<file path="config.mk">
export PLATFORM = sky130hd
export DESIGN_NAME = fn_bit_packer
export DESIGN_NICKNAME = d
export VERILOG_FILES = /design/src/rtl/fn_bit_packer.sv
export SDC_FILE = /design/constraint.sdc
export NUM_CORES = 1
export LEC_CHECK = 0
export ABC_AREA = 1
export CORE_MARGIN = 4
export CORE_UTILIZATION = 46
export DETAILED_ROUTE_END_ITERATION = 6
export DONT_BUFFER_PORTS = 1
export PLACE_DENSITY = 0.63
export SKIP_CTS_REPAIR_TIMING = 1
export SLEW_MARGIN = 20
export SYNTH_ARGS = -nofsm -noshare
export SYNTH_HDL_FRONTEND = slang
export SYNTH_SLANG_ARGS = --single-unit
</file>
<file path="constraint.sdc">
create_clock -name clk -period 3.65 [get_ports clk]
set_input_delay 1.095 -clock clk [delete_from_list [all_inputs] [get_ports clk]]
set_output_delay 1.095 -clock clk [all_outputs]
set_load 0.01 [all_outputs]
</file>
<file path="src/rtl/fn_bit_packer.sv">
// fn_bit_packer: deserialises a 1-bit function stream into WORD_W-bit words.
// Each completed word and its population count go into a single output
// register slot with a valid/ready handshake. The upstream stage cannot be
// stalled, so a word that completes while the slot is still occupied is
// dropped, and the sticky overflow flag is set.
module fn_bit_packer #(
  parameter int WORD_W = 8,
  parameter int CNT_W  = $clog2(WORD_W + 1)
) (
  input  logic              clk,
  input  logic              rst,
  input  logic              bit_in,
  input  logic              bit_en,
  input  logic              sync,
  output logic [WORD_W-1:0] word_out,
  output logic [CNT_W-1:0]  ones_cnt,
  output logic              word_valid,
  input  logic              word_ready,
  output logic              overflow
);

  // WORD_W >= 2, so the bit counter is always at least one bit wide.
  localparam int BCNT_W = $clog2(WORD_W);
  localparam logic [BCNT_W-1:0] LAST_BIT = BCNT_W'(WORD_W - 1);

  logic [WORD_W-2:0] shreg_reg;
  logic [BCNT_W-1:0] bcnt_reg;
  logic [WORD_W-1:0] word_out_reg;
  logic [CNT_W-1:0]  ones_cnt_reg;
  logic              word_valid_reg;
  logic              overflow_reg;

  logic [WORD_W-1:0] word_next;
  logic [CNT_W-1:0]  pop_next;
  logic              slot_free;
  logic              complete;

  // The candidate word is always the partial word plus the current bit.
  // When this is not a completion cycle, only its low bits are reused
  // as the new partial word. Older bits fall off the top.
  assign word_next = {shreg_reg, bit_in};
  assign slot_free = !word_valid_reg || word_ready;
  // sync clears the count before sampling, so it can never complete a word.
  assign complete  = bit_en && !sync && (bcnt_reg == LAST_BIT);

  // Population count of the candidate word.
  always_comb begin
    pop_next = '0;
    for (int i = 0; i < WORD_W; i++) begin
      pop_next = pop_next + CNT_W'(word_next[i]);
    end
  end

  // Bit collection, output slot handshake, and sticky overflow.
  always_ff @(posedge clk) begin
    if (rst) begin
      shreg_reg      <= '0;
      bcnt_reg       <= '0;
      word_out_reg   <= '0;
      ones_cnt_reg   <= '0;
      word_valid_reg <= 1'b0;
      overflow_reg   <= 1'b0;
    end else begin
      // Partial-word tracking.
      if (bit_en) begin
        shreg_reg <= word_next[WORD_W-2:0];
        if (sync) begin
          bcnt_reg <= BCNT_W'(1);
        end else if (complete) begin
          bcnt_reg <= '0;
        end else begin
          bcnt_reg <= bcnt_reg + BCNT_W'(1);
        end
      end else if (sync) begin
        bcnt_reg <= '0;
      end

      // Output slot: a load takes priority over a transfer that empties it.
      if (complete && slot_free) begin
        word_out_reg   <= word_next;
        ones_cnt_reg   <= pop_next;
        word_valid_reg <= 1'b1;
      end else if (word_valid_reg && word_ready) begin
        word_valid_reg <= 1'b0;
      end

      // A completed word that finds the slot occupied is lost.
      if (complete && !slot_free) begin
        overflow_reg <= 1'b1;
      end
    end
  end

  assign word_out   = word_out_reg;
  assign ones_cnt   = ones_cnt_reg;
  assign word_valid = word_valid_reg;
  assign overflow   = overflow_reg;

endmodule

</file>
Word level (Yosys, flattened, before mapping)
Index checks and enable logic that the tools add are counted.
{"block": "totals", "word_cells": 32, "in_bits": 6, "register_bits": 24}
{"block": "op_classes", "n_eq_ne": 1, "mux": 6, "reduce_logical": 11, "add_sub_neg": 8}
{"cell": "$add 4x1->4", "count": 4}
{"cell": "$mux 3", "count": 4}
{"cell": "$logic_and 1x1->1", "count": 5}
{"cell": "$add 3x1->4", "count": 1}
{"cell": "$reduce_bool 2->1", "count": 2}
{"cell": "$add 2x1->3", "count": 1}
{"cell": "$add 3x1->3 const B", "count": 1}
{"cell": "$eq 3x3->1 const B", "count": 1}
{"cell": "$logic_not 1->1", "count": 3}
{"cell": "$add 1x1->2", "count": 1}
{"cell": "$mux 1", "count": 2}
{"cell": "$logic_or 1x1->1", "count": 1}

Longest topological paths before layout
{"block": "depth", "ltp_word": 7, "mapped_depth": 12, "depth_no_buf": 12}

Worst setup path after synthesis
Ideal clock, no wire load.
{"block": "synth_timing", "path_kind": "input to register", "from": "input port bit_in", "to": "register ones_cnt_reg[2], in the netlist ones_cnt[2]", "n_path_buf": 0, "setup_time_ps": 113, "cell_stages": 12, "t_required_ps": 3537, "slack_ps": 117, "arrival_ps": 3420, "cell_sequence": "fa_1 -> inv_1 -> fa_1 -> fa_1 -> inv_1 -> ha_1 -> inv_1 -> fa_1 -> xor2_1 -> nand2_1 -> nand2_1 -> nor2_1"}
{"block": "synth_between", "elab_chain_len": 7}
{"element": "start: declaration", "line_no": "12", "text": "input logic bit_in,"}
{"element": "$add 1x1->2", "line_no": "50", "text": "pop_next = pop_next + CNT_W'(word_next[i]);"}
{"element": "$add 2x1->3", "line_no": "50"}
{"element": "$add 3x1->4", "line_no": "50"}
{"element": "$add 4x1->4 (4 in a row)", "line_no": "50"}
{"element": "end signal: assignment", "line_no": "81", "text": "ones_cnt_reg <= pop_next;"}
{"element": "end: declaration", "line_no": "29", "text": "logic [CNT_W-1:0] ones_cnt_reg;"}
Every way passes these cells.
A chain may end at the register's enable or synchronous reset.

Worst setup path after layout
Same ends and word-level chain as after synthesis.

==> flow_summary.ini <==
[status]
status = complete, no violations

[sta]
layout_worst_path_cycle_share_pct = 90.1
setup-tns-final_ns = 0
worst_pin_slew_ns = 0.550
finalClockSkew_ns = 0.00628
report.final.slew_viol_count = 0
final.setup.worst_slack_ns = 0.362
rsz0062_at_grt = no
worst_slew_margin_rel_pct = 63.3
final-hold-violation-count = 0
clock.fmax_ghz = 0.304
timing.final.setup_violations = 0
timing.final.crit_period_ns = 3.29

[floorplan]
ios = 20
floorplan.die_area_um2 = 3350
die-height_um = 57.9
die_w_um = 57.9
std_cell_rows = 17
start_util_pct = 49.9
core_area_um2 = 2300

[global_routing]
grt_antenna_before_repair = 0
grt_start_max_net_pins = 26
vias_in_the_first_global_route = 737
grt_overflow_total = 0
grt_use_total_pct = 11.8
grt_first_pass_wirelength_um = 3110

[setup_path]
slowest_delay_ns = 0.53
worst_path_most_repeated_cell = sky130_fd_sc_hd__fa_1
worstPathBufferInverterCount = 3
reg2reg_depth = 12
crit-reg2reg-capture = ones_cnt[2]
critical_path.slowest_cell = sky130_fd_sc_hd__fa_1
critPathKind = input pin to flip-flop
worst_ep_arrival_time_ns = 3.55
worst_case_register_to_register_setup_slack_ns = 0.79
crit_fanout = 2
ff_to_ff_start = shreg_reg[0]
critPathRequiredTime_ns = 3.91
critical-path-top-delay-family = adder cells
endpoint_kind = flip-flop
crit_cells = 12
setup.worst_path.start_class = input pin
cell_chain_of_the_critical_path = fa_1, inv_1, fa_1, fa_1, inv_1, ha_1, inv_1, fa_1, xor2_1, nand2_1, nand2_1, nor2_1

[placement]
dp_worst_setup_slack_ns = 0.0284
detailed_place.area_um2 = 1140
gp_routability_congestion = 0.838
place.detailed.hpwl_um = 1400
count_of_input_and_output_buffers = 0

[drt]
drt_pass1_iterations = 6
route.detailed.vias_per_inst = 4.75
post-route-drc-count = 0
route.final.wire_length_um = 1840
wire_per_inst_um = 10.7
antenna_left = 0
via_count = 812
drtIter0Drc = 20

[clock_network]
cts_tree = done
numClockSinks = 24
ctsRootBufferMaster = sky130_fd_sc_hd__clkbuf_4
htree_num_levels = 1
worst_skew_pair_latency_ns = 0.32
clk_transition_reported_paths_ns = 0.14
numCtsBuffers = 3
max-clock-path-buffers = 2

[layout]
finish.instance_area_um2 = 1190
final_net_count = 159
diodes = 0
area_growth_syn_to_layout_pct = 3.82
filler_cell_count = 226
layout-drive-gt1-share_pct = 7.69
largest_reg_flops = 8

[synthesis]
synth.top_cell.area_share_pct = 41.9
synth.largest_area_cell = sky130_fd_sc_hd__dfxtp_1
synth_nets = 160
synth_seq_area_share_pct = 41.9
ys_warn_count = 0
synth_seq_cells = 24
synth_top_cells_by_count = 30 x sky130_fd_sc_hd__nand2_1, 24 x sky130_fd_sc_hd__dfxtp_1, 24 x sky130_fd_sc_hd__nor2_1
post_synth.cell_area_avg_um2 = 7.90
yosysUniqueCellTypes = 20
cell_area_after_synthesis_um2 = 1150
synth.most_common_cell = sky130_fd_sc_hd__nand2_1
synth.area.top_cells = sky130_fd_sc_hd__dfxtp_1 42%, sky130_fd_sc_hd__nand2_1 9.8%, sky130_fd_sc_hd__nor2_1 7.9%
synth-edff-count = 0
yosys_most_used_dff = sky130_fd_sc_hd__dfxtp_1
netlist_instances = 145
async_reset_ff_share_pct = 0

[min_path]
hold_end = bcnt_reg[1]
classification_of_the_worst_slack_hold_path = flip-flop to flip-flop
min-delay-start = bcnt_reg[1]
hold_path_depth = 2

[pwr]
power_per_cell_area_nw_per_um2 = 439
design_power_total_mw = 0.522
total_leakage_power_nw = 0.509
worst_vdd_drop_v = 0.000205

[flow_run]
max_cap_viols = 0
[logic make-up (layout without fill, tap and decap cells)]
| group | count (synthesis) | count (layout) | share of synthesized area, % |
|---|---|---|---|
| buffers and inverters | 28 | 26 | 11.0 |
| AND/OR/NAND/NOR | 63 | 63 | 24.9 |
| adder cells (fa/ha/maj) | 9 | 9 | 12.4 |
| AO/OA/AOI/OAI | 20 | 20 | 8.95 |
| XOR/XNOR | 1 | 1 | 0.764 |
| flip-flops | 24 | 24 | 41.9 |
[area by class of cell]
cell class                 instances  area, um^2  share of cell area [%]
clock buffer                       3        22.5                    1.89
clock inverter                     1        30.0                    2.52
inverter                          22        82.6                    6.94
multi-input combinational         93         539                    45.3
sequential                        24         480                    40.4
tap                               28        35.0                    2.94
[worst max-delay path by stage]
stage            from  slack [ns]           to
4_1_cts        bit_in        0.38  ones_cnt[2]
3_5_place_dp   bit_in        0.03  ones_cnt[2]
6_report       bit_in        0.36  ones_cnt[2]
2_1_floorplan  bit_in        0.12  ones_cnt[2]
3_3_place_gp   bit_in        0.05  ones_cnt[2]
5_1_grt        bit_in        0.28  ones_cnt[2]
[cells in the final DEF, fill, tap and decap left out]
cell type / count
sky130_fd_sc_hd__nand2_1: 30
sky130_fd_sc_hd__nor2_1: 24
sky130_fd_sc_hd__dfxtp_1: 24
sky130_fd_sc_hd__inv_1: 21
sky130_fd_sc_hd__a21oi_1: 11
sky130_fd_sc_hd__o21ai_0: 8
sky130_fd_sc_hd__ha_1: 5
sky130_fd_sc_hd__fa_1: 4
sky130_fd_sc_hd__nor2_2: 3
sky130_fd_sc_hd__nand3_1: 3
sky130_fd_sc_hd__clkbuf_4: 3
sky130_fd_sc_hd__nor2_4: 1
sky130_fd_sc_hd__inv_2: 1
sky130_fd_sc_hd__nand3_4: 1
sky130_fd_sc_hd__nor2_8: 1
sky130_fd_sc_hd__xor2_1: 1
sky130_fd_sc_hd__o21a_1: 1
sky130_fd_sc_hd__bufinv_16: 1
[worst min-delay path: stages, from the launching register on]
cell and delay (ns):
sky130_fd_sc_hd__dfxtp_1 0.34, sky130_fd_sc_hd__nand2_1 0.06, sky130_fd_sc_hd__a21oi_1 0.05
[metal layers]
layer | global-route usage [%] | vias up | part of all wire, %
met3 | 3.12 | 2 | 4.5
li1 | - | 437 | -
met5 | 0 | - | 0
met4 | 3.97 | 0 | 0.76
met2 | 19.4 | 14 | 45
met1 | 15.0 | 359 | 49
[stage by stage]
stage / hold slack (ns) / util [%] / std cells
3_3_place_gp: 0.449 / 49.5 / 167
6_report: 0.475 / 51.8 / 171
4_1_cts: 0.478 / 51.8 / 171
5_1_grt: 0.508 / 51.8 / 171
2_1_floorplan: 0.441 / - / 145
3_5_place_dp: 0.460 / 49.5 / 167
[where the power goes]
part / switching (mW) / internal [mW] / leakage (nW)
registers: 0.00381 / 0.268 / 0.195
logic: 0.0337 / 0.0224 / 0.286
clock network: 0.0828 / 0.111 / 0.0279
total: 0.120 / 0.402 / 0.509
Power figures use the tool's default switching activity.
